<file path="config.mk">
export PLATFORM = sky130hd
export DESIGN_NAME = cpu_step_ctrl
export DESIGN_NICKNAME = d
export VERILOG_FILES = /design/src/rtl/cpu_step_ctrl.sv
export SDC_FILE = /design/constraint.sdc
export NUM_CORES = 1
export LEC_CHECK = 0
export CORE_MARGIN = 2
export CORE_UTILIZATION = 44
export DETAILED_ROUTE_END_ITERATION = 8
export PLACE_DENSITY_LB_ADDON = 0.12
export SKIP_CTS_REPAIR_TIMING = 1
export SLEW_MARGIN = 5
export SYNTH_ARGS = -nofsm -noshare
export SYNTH_HDL_FRONTEND = slang
export SYNTH_SLANG_ARGS = --single-unit
export TNS_END_PERCENT = 5
</file>
<file path="constraint.sdc">
create_clock -name CLK -period 5.1 [get_ports CLK]
set_input_delay 0.765 -clock CLK [delete_from_list [all_inputs] [get_ports CLK]]
set_output_delay 0.765 -clock CLK [all_outputs]
set_load 0.02 [all_outputs]
</file>
<file path="src/rtl/cpu_step_ctrl.sv">
// CPU clock-enable and single-step controller: one-cycle cpu_ce pulses on the board clock
// for free run, debounced single step, N-pulse burst and run-to-breakpoint.
module cpu_step_ctrl #(
    parameter int DIV_W           = 3,
    parameter int DEBOUNCE_CYCLES = 16,
    parameter int BURST_W         = 8,
    parameter int ADDR_W          = 16,
    parameter int CNT_W           = 32
) (
    input  logic               CLK,
    input  logic               RST,
    input  logic [1:0]         mode,
    input  logic [DIV_W-1:0]   div_sel,
    input  logic               button,
    input  logic [BURST_W-1:0] burst_len,
    input  logic               bp_en,
    input  logic [ADDR_W-1:0]  bp_addr,
    input  logic [ADDR_W-1:0]  pc,
    input  logic               cnt_clr,
    output logic               cpu_ce,
    output logic               halted,
    output logic [CNT_W-1:0]   ce_count
);

    localparam int PRE_W = (1 << DIV_W) - 1;
    localparam int DB_W  = $clog2(DEBOUNCE_CYCLES);

    localparam logic [1:0] MODE_RUN   = 2'b00;
    localparam logic [1:0] MODE_STEP  = 2'b01;
    localparam logic [1:0] MODE_BURST = 2'b10;
    localparam logic [1:0] MODE_BRK   = 2'b11;

    typedef enum logic [1:0] {S_HALT, S_RUN, S_BURST, S_BRK} state_t;

    logic [PRE_W-1:0]   pre_q, pre_d;
    logic [PRE_W:0]     tick_thr;
    logic               tick;
    logic [1:0]         sync_q, sync_d;
    logic [DB_W-1:0]    db_cnt_q, db_cnt_d;
    logic               btn_state_q, btn_state_d;
    logic               btn_prev_q, btn_prev_d;
    logic               press_q, press_d;
    logic [1:0]         mode_q;
    state_t             state_q, state_d;
    logic [BURST_W-1:0] rem_q, rem_d;
    logic               first_q, first_d;
    logic               cpu_ce_q, cpu_ce_d;
    logic [CNT_W-1:0]   ce_count_q, ce_count_d;

    // A >= compare (not ==) lets a div_sel decrease take effect without waiting for a wrap.
    assign tick_thr = ((PRE_W+1)'(1) << div_sel) - (PRE_W+1)'(1);
    assign tick     = ({1'b0, pre_q} >= tick_thr);

    // NOTE: every _d gets a default at the top of the block so no path can infer a latch.
    always_comb begin
        pre_d       = tick ? '0 : pre_q + PRE_W'(1);
        sync_d      = {sync_q[0], button};
        btn_state_d = btn_state_q;
        db_cnt_d    = '0;
        if (sync_q[1] != btn_state_q) begin
            if (db_cnt_q == DB_W'(DEBOUNCE_CYCLES - 1))
                btn_state_d = sync_q[1];
            else
                db_cnt_d = db_cnt_q + DB_W'(1);
        end
        btn_prev_d = btn_state_q;
        press_d    = btn_prev_q & ~btn_state_q;

        state_d  = state_q;
        rem_d    = rem_q;
        first_d  = first_q;
        cpu_ce_d = 1'b0;
        if (mode != mode_q) begin
            state_d = (mode == MODE_RUN) ? S_RUN : S_HALT;
            rem_d   = '0;
            first_d = 1'b0;
        end else begin
            unique case (state_q)
                S_HALT: begin
                    unique case (mode)
                        MODE_RUN:   state_d = S_RUN;
                        MODE_STEP:  cpu_ce_d = press_q;
                        MODE_BURST: if (press_q && burst_len != '0) begin
                            rem_d   = burst_len;
                            state_d = S_BURST;
                        end
                        MODE_BRK:   if (press_q) begin
                            first_d = 1'b1;
                            state_d = S_BRK;
                        end
                    endcase
                end
                S_RUN: cpu_ce_d = tick;
                S_BURST: if (tick) begin
                    cpu_ce_d = 1'b1;
                    rem_d    = rem_q - BURST_W'(1);
                    if (rem_q == BURST_W'(1))
                        state_d = S_HALT;
                end
                S_BRK: if (tick) begin
                    // The first tick always steps so the CPU can leave a breakpoint it sits on.
                    if (first_q) begin
                        cpu_ce_d = 1'b1;
                        first_d  = 1'b0;
                    end else if (bp_en && pc == bp_addr) begin
                        state_d = S_HALT;
                    end else begin
                        cpu_ce_d = 1'b1;
                    end
                end
            endcase
        end

        ce_count_d = cnt_clr ? '0 : ce_count_q + CNT_W'(cpu_ce_q);
    end

    // Button idles high, so the synchroniser and debounced level reset to 1.
    always_ff @(posedge CLK or negedge RST) begin
        if (!RST) begin
            pre_q       <= '0;
            sync_q      <= 2'b11;
            db_cnt_q    <= '0;
            btn_state_q <= 1'b1;
            btn_prev_q  <= 1'b1;
            press_q     <= 1'b0;
            mode_q      <= MODE_STEP;
            state_q     <= S_HALT;
            rem_q       <= '0;
            first_q     <= 1'b0;
            cpu_ce_q    <= 1'b0;
            ce_count_q  <= '0;
        end else begin
            pre_q       <= pre_d;
            sync_q      <= sync_d;
            db_cnt_q    <= db_cnt_d;
            btn_state_q <= btn_state_d;
            btn_prev_q  <= btn_prev_d;
            press_q     <= press_d;
            mode_q      <= mode;
            state_q     <= state_d;
            rem_q       <= rem_d;
            first_q     <= first_d;
            cpu_ce_q    <= cpu_ce_d;
            ce_count_q  <= ce_count_d;
        end
    end

    assign cpu_ce   = cpu_ce_q;
    assign halted   = (state_q == S_HALT);
    assign ce_count = ce_count_q;

endmodule
</file>
# After elaboration in Yosys (flattened, before gate mapping)
# Index checks and enable logic that the tools add are counted.
dict set report word_totals {
  register_bits 62
  out_inout_bits 34
}
dict set report classes {
  shift 1
  bitwise 2
  addsub 5
  n_eq_ne 23
  magnitude_cmp 1
  mux 32
  n_reduce_logical 12
}
# op count
set op_table {}
lappend op_table {{adder 32 x 1 -> 32 bit} 1}
lappend op_table {{2-to-1 mux 32 bit} 1}
lappend op_table {{2-to-1 mux 8 bit} 4}
lappend op_table {{== test 16 bit} 1}
lappend op_table {{2-to-1 mux 2 bit} 8}
lappend op_table {{one-hot mux 8 bit (2 select lines)} 1}
lappend op_table {{inequality test 3 bit (second input constant)} 5}
lappend op_table {{inequality test 3 x 1 -> 1 bit (second input constant)} 4}
lappend op_table {{one-hot mux 2 bit (3 select lines)} 2}
lappend op_table {{2-to-1 mux 1 bit} 11}
lappend op_table {{AND reduction 9 bit} 1}
lappend op_table {{== test 2 bit (second input constant)} 4}
lappend op_table {{== test 8 x 1 -> 1 bit (second input constant)} 1}
lappend op_table {{>= comparator 7 x 8 -> 1 bit} 1}
lappend op_table {{2-to-1 mux 4 bit} 2}
lappend op_table {{inequality test 4 bit (second input constant)} 2}
lappend op_table {{AND reduction 4 bit} 2}
lappend op_table {{nonzero test 8 bit} 1}
lappend op_table {{left shift 1 x 3 -> 8 bit (first input constant)} 1}
lappend op_table {{subtractor 8 x 1 -> 8 bit (second input constant)} 1}
lappend op_table {{subtractor 8 x 2 -> 8 bit (second input constant)} 1}
lappend op_table {{adder 7 x 1 -> 7 bit (second input constant)} 1}
lappend op_table {{2-to-1 mux 7 bit} 1}
lappend op_table {{nonzero test 3 bit} 2}
lappend op_table {{14 further kinds} 17}

# Logic depth before layout (Yosys ltp)
dict set report depth {
  depth_word 7
  mapped_depth 10
}

# Least setup slack after synthesis
# No wires, ideal clock.
dict set report synth_timing {
  path_type {in2reg}
  startpoint {input port div_sel[0]}
  endpoint {register rem_q[0]}
  required_time_ns 4.996
  t_arrival_ns 2.532
  slack_ns 2.464
  cell_stages 9
  cell_sequence {or3_1 ha_1 nand2b_1 a31oi_1 o21a_1 a21oi_1 buf_2 o21ai_1 a221oi_1}
}
dict set report synth_between {
  elab_chain_cells 5
}
# item line_no
set synth_rtl {}
lappend synth_rtl {{start, declared} 13} ;# input logic [DIV_W-1:0] div_sel,
lappend synth_rtl {{left shift 1 x 3 -> 8 bit} 51} ;# assign tick_thr = ((PRE_W+1)'(1) << div_sel) - (PRE_W+1)'(1);
lappend synth_rtl {{subtractor 8 x 2 -> 8 bit} 51}
lappend synth_rtl {{>= comparator 7 x 8 -> 1 bit} 52} ;# assign tick = ({1'b0, pre_q} >= tick_thr);
lappend synth_rtl {{inequality test 3 bit (no source line)} --}
lappend synth_rtl {{AND reduction 4 bit (no source line)} --}
lappend synth_rtl {{end signal, assigned} 141} ;# rem_q <= rem_d;
lappend synth_rtl {{end, declared} 45} ;# logic [BURST_W-1:0] rem_q, rem_d;
# No other way between the ends.
# A chain may end at the register's enable or synchronous reset.

# Worst setup path after layout
dict set report layout_timing {
  startpoint {input port div_sel[1]}
  endpoint {register rem_q[0]}
}
# The elaborated chain is that of the path after synthesis.

==> flow_metrics.tcl <==
set metrics [dict create \
    status "completed" \
    synth_warnings 0 \
    synth-edff-count 0 \
    synthArstFlopShare_pct 100 \
    grt_max_degree 63 \
    gr-total-overflow 0 \
    final_common_cell "clkdlybuf4s50_1" \
    dp_cells 557 \
    instances_no_fill 573 \
    diodes 0 \
    syn_area_sq_um 3620 \
    setup_violations 0 \
    multi_input_comb_area_sq_um 1960 \
    clock.fmax_ghz 0.302 \
    slowest_delay_ns 0.69 \
    antenna_left 0 \
    die-area_sq_um 8980 \
    final-max-slew-violation-count 0 \
    postLayoutSetupSlackWorst_ns 1.78 \
    dr.pass1.iters 5 \
    root_buffer "clkbuf_8" \
    cts_tree "yes" \
    post_drt_wl_per_cell_um 14.1 \
    irDropWorstVdd_mv 0.144 \
    wirelength_um 8080 \
    critPathBufInv 1 \
    fin_nets 533 \
    finalSetupTns_ns 0 \
    coreArea_sq_um 8090 \
    seqCellArea_sq_um 1560 \
    rsz0062_at_grt "false" \
    synth_cell_type_count 53 \
    io_buffers 83 \
    worstReg2RegStart "state_q[0]$_DFFE_PN0P_" \
    boundaryPins 84 \
    fp.dieW_um 94.7 \
    cpMaxStageDelayCell "a21oi_1" \
    finalHoldViolations 0 \
    p_leak_nw 2.01 \
    end_kind "register" \
    ys_dominant_reg_cell "dfrtp_1" \
    clock_path_buffers 2 \
    worstHoldStart "sync_q[0]$_DFF_PN1_" \
    die_h_um 94.7 \
    tightest_slew_ns 1.19 \
    numCtsBuffers 9 \
    critPathKind "in2reg" \
    path_cells "clkdlybuf4s50_1, or3_1, ha_1, nand2b_1, a31oi_1, o21a_1, a21oi_1, o21ai_1, a221oi_1" \
    htreeDepth 3 \
    syn_inst 375 \
    clk_pin_slew_ns 0.07 \
    dp_hpwl_um 5850 \
    synth_fp_nets 445 \
    crit_path_start "div_sel[1]" \
    grt_pass1_wl_um 13400 \
    yosysSeqAreaShare_pct 43.0 \
    vias_per_cell 5.22 \
    critPathArrivalTime_ns 3.55 \
    drive_gt1_share_pct 8.12 \
    cp_max_fo 13 \
    cp_top_family "compound AO/OA/AOI/OAI gates" \
    synth-seq-cells 62 \
    fill_cells 778 \
    cp-start-kind "input port" \
    start_util_pct 44.8 \
    powerDensity_nw_per_um2 263 \
    fin_crit_ns 3.32 \
    slew_headroom_pct 20.6 \
    first_global_vias 2812 \
    row_count 33 \
    cts_sinks 62 \
    drtIter0Drc 144 \
    areaGrowthSynthToFinish_pct 31.2 \
    hold_class "reg2reg" \
    stdcell_area_sq_um 4750 \
    avgSynthCellArea_sq_um 9.66 \
    post_dp_cell_area_sq_um 4530 \
    clkLatencyLatePin_ns 0.34 \
    antenna_found_initial 0 \
    track_usage_pct 19.0 \
    finClkSkew_ns 0.00818 \
    num_vias 2992 \
    dp_slack_ns 1.39 \
    period_share_pct 65.0 \
    gp_congestion 0.812 \
    drc 0 \
    drv_cap 0 \
    cp.required_ns 5.34 \
    mostFrequentLayoutCells "clkdlybuf4s50_1 (82), dfrtp_1 (57), nor2_1 (53), xor2_1 (28), nand2_1 (25)" \
    final.hold.worst_slack_ns 0.356 \
]
[layout make-up]
class                           instances  share of cell area [%]
Sequential cell                        62                    32.8
Clock inverter                          7                    2.05
Clock buffer                            9                    2.61
Multi-Input combinational cell        292                    41.2
Tap cell                              105                    2.76
Timing Repair Buffer                   84                    17.5
Inverter                               14                    1.11
[kinds of logic (layout without fill, tap and decap cells)]
kind of cell,Yosys count,after routing,share of synthesized area (%)
AOI/OAI and AO/OA,55,55,9.74
xor gates and xnor gates,50,50,12.1
adders and majority gates,20,20,6.91
buffers and inverters,21,114,2.97
DFF,62,62,43.0
muxes,3,3,0.863
and+or+nand+nor,164,164,24.4
[metrics by stage]
step                      total power, mW  util, %
after floorplan                     0.695        -
after global placement              0.779     56.0
after detailed placement            0.783     56.0
after CTS                            1.27     58.8
after global routing                 1.32     58.8
final                                1.25     58.8
[final timing paths]
check	to	slack (ns)	cells past startpoint
max	rem_q[0]$_DFFE_PN0P_	1.78	9
min	sync_q[1]$_DFF_PN1_	0.36	0
max reg2reg	rem_q[0]$_DFFE_PN0P_	2.46	8
min reg2reg	sync_q[1]$_DFF_PN1_	0.36	0
max in group asynchronous	ce_count[17]$_DFF_PN0_	4.01	2
min in group asynchronous	rem_q[0]$_DFFE_PN0P_	0.59	2
[flip-flops by register name, indices dropped and copies added (netlist names)]
| register | flops |
|---|---|
| btn_prev_d | 1 |
| btn_prev_q | 1 |
| ce_count | 32 |
| cpu_ce | 1 |
| db_cnt_q | 4 |
| first_q | 1 |
| mode_q | 2 |
| pre_q | 7 |
| press_q | 1 |
| rem_q | 8 |
| state_q | 2 |
| sync_q | 2 |
[routing by layer]
layer  GRT usage [%]  wire length, um  part of all wire, %
met1            26.5             3830                   47
met2            28.5             3760                   47
met3            5.51              413                  5.1
met4            6.04               76                 0.94
met5               0                0                    0
[synth_stat cells (all sizes together) (8+ instances only)]
cell type	instances	share of area (%)
nand4	10	1.7
o21ai	14	2.0
dfrtp	57	39
inv	14	1.5
or3	8	1.5
nor4	8	2.6
ha	20	6.9
xnor2	22	5.3
nand2	25	2.6
xor2	28	6.8
nand3	20	2.9
a21oi	17	2.3
nor2	53	5.5
and3	11	1.9
[power by group]
part / internal, mW / total [mW] / switching [mW]
Combinational: 0.111 / 0.228 / 0.117
Clock: 0.276 / 0.479 / 0.202
Sequential: 0.519 / 0.543 / 0.0249
Total: 0.906 / 1.25 / 0.344
(Power assumes the default switching activity.)
